**config.mk**
```make
export PLATFORM = sky130hd
export DESIGN_NAME = instruction_loader
export DESIGN_NICKNAME = d
export VERILOG_FILES = /design/src/rtl/instruction_loader_pkg.sv /design/src/rtl/instruction_loader_byte_assembler.sv /design/src/rtl/instruction_loader.sv
export SDC_FILE = /design/constraint.sdc
export NUM_CORES = 1
export LEC_CHECK = 0
export BUFFER_PORTS_ARGS = -buffer_cell sky130_fd_sc_hd__buf_2
export CORE_ASPECT_RATIO = 1.1
export CORE_MARGIN = 8
export CORE_UTILIZATION = 25
export CTS_CLUSTER_SIZE = 30
export DETAILED_ROUTE_END_ITERATION = 7
export GPL_TIMING_DRIVEN = 0
export HOLD_SLACK_MARGIN = 0.15
export SLEW_MARGIN = 20
export SYNTH_ARGS = -nofsm -noshare
export SYNTH_HDL_FRONTEND = slang
export SYNTH_SLANG_ARGS = --single-unit
```
**constraint.sdc**
```tcl
create_clock -name i_clock -period 1.7 [get_ports i_clock]
set_input_delay 0.34 -clock i_clock [delete_from_list [all_inputs] [get_ports i_clock]]
set_output_delay 0.34 -clock i_clock [all_outputs]
set_load 0.05 [all_outputs]
```
**src/rtl/instruction_loader_pkg.sv**
```systemverilog
// rtl/instruction_loader_pkg.sv - shared types and constants for the instruction loader
package instruction_loader_pkg;

   typedef enum logic [1:0] {
      IDLE    = 2'd0,
      RECEIVE = 2'd1,
      DONE    = 2'd2
   } loader_state_t;

   localparam int          NB_BYTE   = 8;
   localparam logic [31:0] HALT_WORD = 32'hFFFF_FFFF;

   // Ceiling log2, shared with the fetch and memory blocks for address sizing.
   function automatic int clogb2(input int value);
      int result = 0;
      for (int i = 0; i < 31; i++) begin
         if ((1 << i) < value) result = i + 1;
      end
      return result;
   endfunction

endpackage

```
**src/rtl/instruction_loader_byte_assembler.sv**
```systemverilog
// rtl/instruction_loader_byte_assembler.sv - big-endian byte to word assembler
module instruction_loader_byte_assembler
   import instruction_loader_pkg::*;
#(
   parameter int NB_INSTR = 32,
   parameter int NB_BYTE  = instruction_loader_pkg::NB_BYTE
) (
   input  logic                i_clock,
   input  logic                i_reset,
   input  logic                i_clear,
   input  logic [NB_BYTE-1:0]  i_rx_data,
   input  logic                i_rx_valid,
   output logic [NB_INSTR-1:0] o_word,
   output logic                o_word_ready
);

   // Only the first three bytes need holding; the fourth goes straight into o_word.
   logic [NB_INSTR-NB_BYTE-1:0] shift_reg;
   logic [1:0]                  byte_count;

   always_ff @(posedge i_clock) begin
      if (i_reset) begin
         shift_reg    <= '0;
         byte_count   <= '0;
         o_word       <= '0;
         o_word_ready <= 1'b0;
      end else begin
         o_word_ready <= 1'b0;
         if (i_clear) begin
            shift_reg  <= '0;
            byte_count <= '0;
         end else if (i_rx_valid) begin
            shift_reg  <= {shift_reg[NB_INSTR-2*NB_BYTE-1:0], i_rx_data};
            byte_count <= byte_count + 2'd1;
            if (byte_count == 2'd3) begin
               o_word       <= {shift_reg, i_rx_data};
               o_word_ready <= 1'b1;
            end
         end
      end
   end

endmodule

```
**src/rtl/instruction_loader.sv**
```systemverilog
// rtl/instruction_loader.sv - loads UART program bytes into instruction memory
module instruction_loader
   import instruction_loader_pkg::*;
#(
   parameter int                  NB_INSTR  = 32,
   parameter int                  NB_REG    = 32,
   parameter int                  NB_BYTE   = instruction_loader_pkg::NB_BYTE,
   parameter int                  N_ADDR    = 2048,
   parameter logic [NB_INSTR-1:0] HALT_WORD = instruction_loader_pkg::HALT_WORD
) (
   input  logic                i_clock,
   input  logic                i_reset,
   input  logic                i_start,
   input  logic [NB_BYTE-1:0]  i_rx_data,
   input  logic                i_rx_valid,
   output logic [NB_INSTR-1:0] o_wr_data,
   output logic [NB_REG-1:0]   o_wr_addr,
   output logic                o_wr_enable,
   output logic                o_loading,
   output logic                o_done,
   output logic                o_error
);

   // One extra bit so the count can reach N_ADDR without wrapping.
   localparam int                 NB_WCNT   = clogb2(N_ADDR) + 1;
   localparam logic [NB_WCNT-1:0] LAST_WORD = NB_WCNT'(N_ADDR - 1);

   loader_state_t      state;
   logic [NB_WCNT-1:0] word_count;

   instruction_loader_byte_assembler #(
      .NB_INSTR (NB_INSTR),
      .NB_BYTE  (NB_BYTE)
   ) u_byte_assembler (
      .i_clock      (i_clock),
      .i_reset      (i_reset),
      .i_clear      (i_start),
      .i_rx_data    (i_rx_data),
      .i_rx_valid   (i_rx_valid && (state == RECEIVE)),
      .o_word       (o_wr_data),
      .o_word_ready (o_wr_enable)
   );

   // word_count still holds the index of the word being written during the write cycle.
   assign o_wr_addr = NB_REG'({word_count, 2'b00});

   always_ff @(posedge i_clock) begin
      if (i_reset) begin
         state      <= IDLE;
         word_count <= '0;
         o_loading  <= 1'b0;
         o_done     <= 1'b0;
         o_error    <= 1'b0;
      end else if (i_start) begin
         state      <= RECEIVE;
         word_count <= '0;
         o_loading  <= 1'b1;
         o_done     <= 1'b0;
         o_error    <= 1'b0;
      end else if (state == RECEIVE && o_wr_enable) begin
         word_count <= word_count + NB_WCNT'(1);
         if (o_wr_data == HALT_WORD) begin
            state     <= DONE;
            o_loading <= 1'b0;
            o_done    <= 1'b1;
         end else if (word_count == LAST_WORD) begin
            state     <= DONE;
            o_loading <= 1'b0;
            o_done    <= 1'b1;
            o_error   <= 1'b1;
         end
      end
   end

endmodule

```
==> results of run 1 <==
## final timing paths
kind | from | endpoint | cells past startpoint
max | state[0] | u_byte_assembler.o_word[31] | 6
min | i_rx_data[7] | u_byte_assembler.o_word[7] | 3
max reg2reg | state[0] | u_byte_assembler.o_word[31] | 6
min reg2reg | u_byte_assembler.shift_reg[21] | u_byte_assembler.o_word[29] | 2
## cells by family (layout without fill, tap and decap cells)
group                      count (synthesis)  count (layout)  synth area share
AOI/OAI and AO/OA                         66              66             0.129
xor gates and xnor gates                  10              10            0.0282
adders and majority gates                  2               2           0.00807
buffers and inverters                     43             117            0.0916
DFF                                       74              74             0.478
muxes                                      1               1           0.00323
other                                      1              21           0.00121
and+or+nand+nor                          166             166             0.261
## power groups by stage
stage	Clock (mW)	Sequential (mW)	Combinational, mW
floorplan	0	1.80	0.222
global placement	0	1.79	0.279
detailed placement	0	1.79	0.280
CTS	1.77	1.75	0.281
global route	1.84	1.75	0.303
finish	1.72	1.75	0.284
## synthesized netlist by cell type (2+ instances only)
cell type  instances  area, sq um
a21oi_1           44          220
a21oi_2           16          140
buf_2              5         25.0
buf_4             25          188
buf_6              3         33.8
clkbuf_1           7         26.3
dfxtp_1           74         1480
ha_1               2         25.0
inv_1              3         11.3
nand2_1          118          443
nand3_1            2         10.0
nand3b_4           2         40.0
nand4_1            9         56.3
nor2_1            13         48.8
nor3_1             3         15.0
nor4_1             2         12.5
nor4_2             5         62.6
o21ai_0            3         15.0
or3_1              3         18.8
xnor2_1            8         70.1
xor2_1             2         17.5
## cells in the final DEF (no fill, tap or decap), types with 2 or more instances in the layout
cell	n
nand2_1	118
dfxtp_1	73
buf_2	63
a21oi_1	44
buf_4	25
conb_1	20
a21oi_2	16
nor2_1	13
nand4_1	9
clkbuf_16	9
clkbuf_1	8
xnor2_1	8
nor4_2	5
clkinvlp_4	4
buf_6	3
inv_1	3
nor3_1	3
or3_1	3
o21ai_0	3
nand3b_4	2
nand3_1	2
xor2_1	2
nor4_1	2
ha_1	2
## layout make-up
cell class              instances  area, sq um
fillers                      1319         8150
flip-flops and latches         74         1480
multi-input cells             265         1410
repair buffers                 58          290
plain buffers                  40          273
clock buffers                  10          229
well taps                     154          193
clock inverters                 6         43.8
inverters                       3         11.3
diodes                          1         2.50
## per-stage QoR
| stage | hold WS (ns) | total power [mW] |
|---|---|---|
| 2_1_floorplan | 0.432 | 2.02 |
| 3_3_place_gp | 0.446 | 2.07 |
| 3_5_place_dp | 0.454 | 2.07 |
| 4_1_cts | 0.263 | 3.80 |
| 5_1_grt | 0.270 | 3.90 |
| 6_report | 0.274 | 3.76 |
## critical path, stage by stage, from the launching register on
cell and delay [ns]:
dfxtp_2 0.33, buf_4 0.16, nand3b_4 0.15, nor3b_4 0.36, buf_6 0.19, nand2_1 0.09, a21oi_2 0.12
## routing by layer
layer	up-vias	share of wire
met5	-	0.0016
met4	2	0.0064
met3	7	0.092
met2	81	0.46
met1	1224	0.44
li1	1342	-
==> metrics.md, run 1 <==
| Metric | Value |
|---|---|
| Final ANT Viol Nets | 0 |
| Ys flop type | dfxtp_1 |
| Crit start category | flop |
| VDD IR max | 454 uV |
| Outcome | completed |
| Final core occ | 0.325 |
| Sequential share of power | 0.466 |
| Post-Synthesis Cells | 363 |
| Worst hold-check path type | in -> reg |
| Hold_buf cts | 0 |
| Dpl cells | 594 |
| Clk buf depth | 2 |
| Reg2reg setup slack | 0.22 ns |
| DP Area | 3660 sq um |
| Reg clk slew, reported paths | 0.06 ns |
| Post-synth EDFFs | 0 |
| Static Leak | 1.54 nW |
| I/O Buffers | 58 |
| Max-cap check violation count | 0 |
| Worst-Margin Slew | 0.658 ns |
| Layout cells sized above 1 | 0.296 |
| Met1 usage | 0.120 |
| RD Place Congestion | 0.779 |
| Hold Violations, Final | 0 |
| CP Data Required Time | 1.96 ns |
| Seq cells post-synth | 74 |
| Vias per inst | 4.35 |
| Total negative slack | 0 ns |
| Final slew viol count | 0 |
| Worst skew pair latency | 0.33 ns |
| CTS Buf Count | 9 |
| Layout Cells excl Fill | 611 |
| Final period util | 0.868 |
| Clock network fraction of total power | 0.458 |
| Post-CTS Setup Repair Bufs | 0 |
| Arr. time, crit path | 1.74 ns |
| Wire length per cell | 13.5 um |
| Gr ovfl total | 0 |
| Met3 Use GR | 0.0477 |
| Mapped cell area | 3100 sq um |
| Antenna violations before repair | 1 |
| Worst Path Max Fanout | 10 |
| Ys Warns | 0 |
| HPWL after detailed placement | 6380 um |
| Largest net degree at the start of global routing | 14 |
| Max reg flops | 32 |
| Final critical-path required period | 1.48 ns |
| Number of global-route vias before repair | 2606 |
| Fmax | 677 MHz |
| Vias post-DR | 2656 |
| Core Footprint | 12100 sq um |
| Worst Setup End Kind | flop |
| Number of remaining DRC errors | 0 |
| Die ar. | 16200 sq um |
| Synth-to-layout area growth | 26.8% |
| Combinational share of power | 0.075 |
| Ys async rst share | 0 |
| Die Ht | 133 um |
| Number of distinct library cells after synthesis | 35 |
| Nets@finish | 465 |
| Clk sinks | 74 |
| GRT Total Usage | 0.102 |
| Pwr/cell area | 956 nW/um^2 |
| Setup ws final | 0.224 ns |
| Initial DRC count | 97 |
| Cells resized by post-CTS repair | 0 |
| Row count | 42 |
| Switching Share | 0.254 |
| Internal | 2.81 mW |
| P_sw | 0.955 mW |
| Die extent in x | 122 um |
| GR peak layer | met2 |
| # H-tree levels | 3 |
| Root Driver | clkbuf_16 |
| Routed WL | 8220 um |
| Boundary pin count | 80 |
| CTS tree | done |
| Avg Inst Size Synth | 8.54 sq um |
| Crit Path Class | reg -> reg |
| Seq/Total Area, Yosys | 0.478 |
| Worst Skew | 0.00837 ns |
| Setup violators final | 0 |
| Dpl ws | 0.204 ns |
| First-pass iteration count of the detailed router | 4 |
| Starting density of the core | 0.257 |
| Final Cell Area | 3930 sq um |
| Met2 usage | 0.166 |
| RSZ-0062 raised after global routing | false |
| Global-route wire length before repair | 13200 um |
| Slew HR | 0.561 |
Power figures use the tool's default switching activity.
==> inputs of run 2 (changes only) <==
- CTS_BUF_LIST: unset -> sky130_fd_sc_hd__clkbuf_4 sky130_fd_sc_hd__clkbuf_8 sky130_fd_sc_hd__clkbuf_16
- SLEW_MARGIN: 20 -> 5
==> run 2 against run 1 <==
  * Clock-buffer cell count unchanged
  * Cell area about the same
  * Flip-flop and latch count unchanged
  * Critical endpoint unchanged
==> metrics.md, run 2 (synthesis gave the netlist of run 1 again) <==
| Metric | Value |
|---|---|
| Outcome | completed |
| Post-CTS Setup Repair Bufs | 0 |
| Vias post-DR | 2645 |
| Worst-Margin Slew | 0.658 ns |
| HPWL after detailed placement | 6380 um |
| Worst Setup End Kind | flop |
| Die Ht | 133 um |
| RSZ-0062 raised after global routing | false |
| CTS Buf Count | 9 |
| Core Footprint | 12100 sq um |
| Number of global-route vias before repair | 2613 |
| Met2 usage | 0.166 |
| RD Place Congestion | 0.779 |
| Global-route wire length before repair | 13300 um |
| Setup ws final | 0.223 ns |
| Total negative slack | 0 ns |
| Final Cell Area | 3940 sq um |
| Fmax | 677 MHz |
| Number of remaining DRC errors | 0 |
| Synth-to-layout area growth | 26.9% |
| Final slew viol count | 0 |
| Die extent in x | 122 um |
| Final ANT Viol Nets | 0 |
| Most frequent cells in the layout | 118 x nand2_1, 73 x dfxtp_1, 63 x buf_2 |
| CP Data Required Time | 1.96 ns |
| Wire length per cell | 13.5 um |
| Boundary pin count | 80 |
| Power Total | 3.77 mW |
| Crit Path Class | reg -> reg |
| Static Leak | 1.54 nW |
| Final critical-path required period | 1.48 ns |
| Reg clk slew, reported paths | 0.06 ns |
| Final period util | 0.869 |
| Clk buf depth | 2 |
| DP Area | 3660 sq um |
| Arr. time, crit path | 1.74 ns |
| Worst Skew | 0.00779 ns |
| Pwr/cell area | 959 nW/um^2 |
| Vias per inst | 4.33 |
| GRT Total Usage | 0.103 |
| VDD IR max | 454 uV |
| Nets@finish | 465 |
| Largest net degree at the start of global routing | 14 |
| Routed WL | 8230 um |
| Root Driver | clkbuf_16 |
| Hold Violations, Final | 0 |
| Antenna violations before repair | 1 |
| Worst skew pair latency | 0.33 ns |
| GR peak layer | met2 |
| Final core occ | 0.326 |
| First-pass iteration count of the detailed router | 4 |
| Max reg flops | 32 |
| # H-tree levels | 3 |
| Cells resized by post-CTS repair | 0 |
| Max-cap check violation count | 0 |
| Met3 Use GR | 0.0477 |
| Layout cells sized above 1 | 0.298 |
| Starting density of the core | 0.257 |
| Worst Path Max Fanout | 10 |
| Crit start category | flop |
| Clk sinks | 74 |
| Dpl ws | 0.204 ns |
| Die ar. | 16200 sq um |
| CTS tree | done |
| Row count | 42 |
| Commonest non-fill, non-tap cell in the layout | nand2_1 |
| I/O Buffers | 58 |
| Worst hold-check path type | in -> reg |
| Hold_buf cts | 0 |
| Initial DRC count | 87 |
| Slew HR | 0.561 |
| Met1 usage | 0.120 |
| Gr ovfl total | 0 |
| Setup violators final | 0 |
## run 2: cell counts in the layout (fill, tap and decap cells not counted)
Identical to the previous run, type by type.
## run 2: where the power goes
| part | total (mW) | switching [mW] | internal [mW] |
|---|---|---|---|
| Sequential | 1.75 | 0.00774 | 1.74 |
| Combinational | 0.283 | 0.210 | 0.0736 |
| Clock | 1.74 | 0.735 | 1.00 |
## run 2: area by class of cell
class / count / area, sq um
timing repair buffer: 58 / 290
buffer: 40 / 273
inverter: 3 / 11.3
antenna: 1 / 2.50
clock inverter: 6 / 43.8
sequential: 74 / 1480
fill: 1319 / 8150
tap: 154 / 193
clock buffer: 10 / 233
multi-input combinational: 265 / 1410
## run 2: critical path, stage by stage (launching register included)
cell	delay, ns
dfxtp_2	0.33
buf_4	0.16
nand3b_4	0.15
nor3b_4	0.36
buf_6	0.20
nand2_1	0.09
a21oi_2	0.12
## run 2: final timing paths
kind | start | to | slack (ns) | cells past startpoint
max | state[0] | u_byte_assembler.o_word[31] | 0.22 | 6
min | i_rx_data[7] | u_byte_assembler.o_word[7] | 0.27 | 3
max reg2reg | state[0] | u_byte_assembler.o_word[31] | 0.22 | 6
min reg2reg | u_byte_assembler.shift_reg[21] | u_byte_assembler.o_word[29] | 0.45 | 2
## run 2: routing by layer
layer / share of wire / vias to the layer above
li1: - / 1342
met1: 0.44 / 1219
met2: 0.46 / 73
met3: 0.090 / 9
met4: 0.0092 / 2
met5: 0.0016 / -
## run 2: stage by stage
step | hold WS (ns) | cells
after floorplan | 0.432 | 382
after global placement | 0.446 | 594
after detailed placement | 0.454 | 594
after CTS | 0.263 | 610
after global routing | 0.270 | 610
final | 0.274 | 611
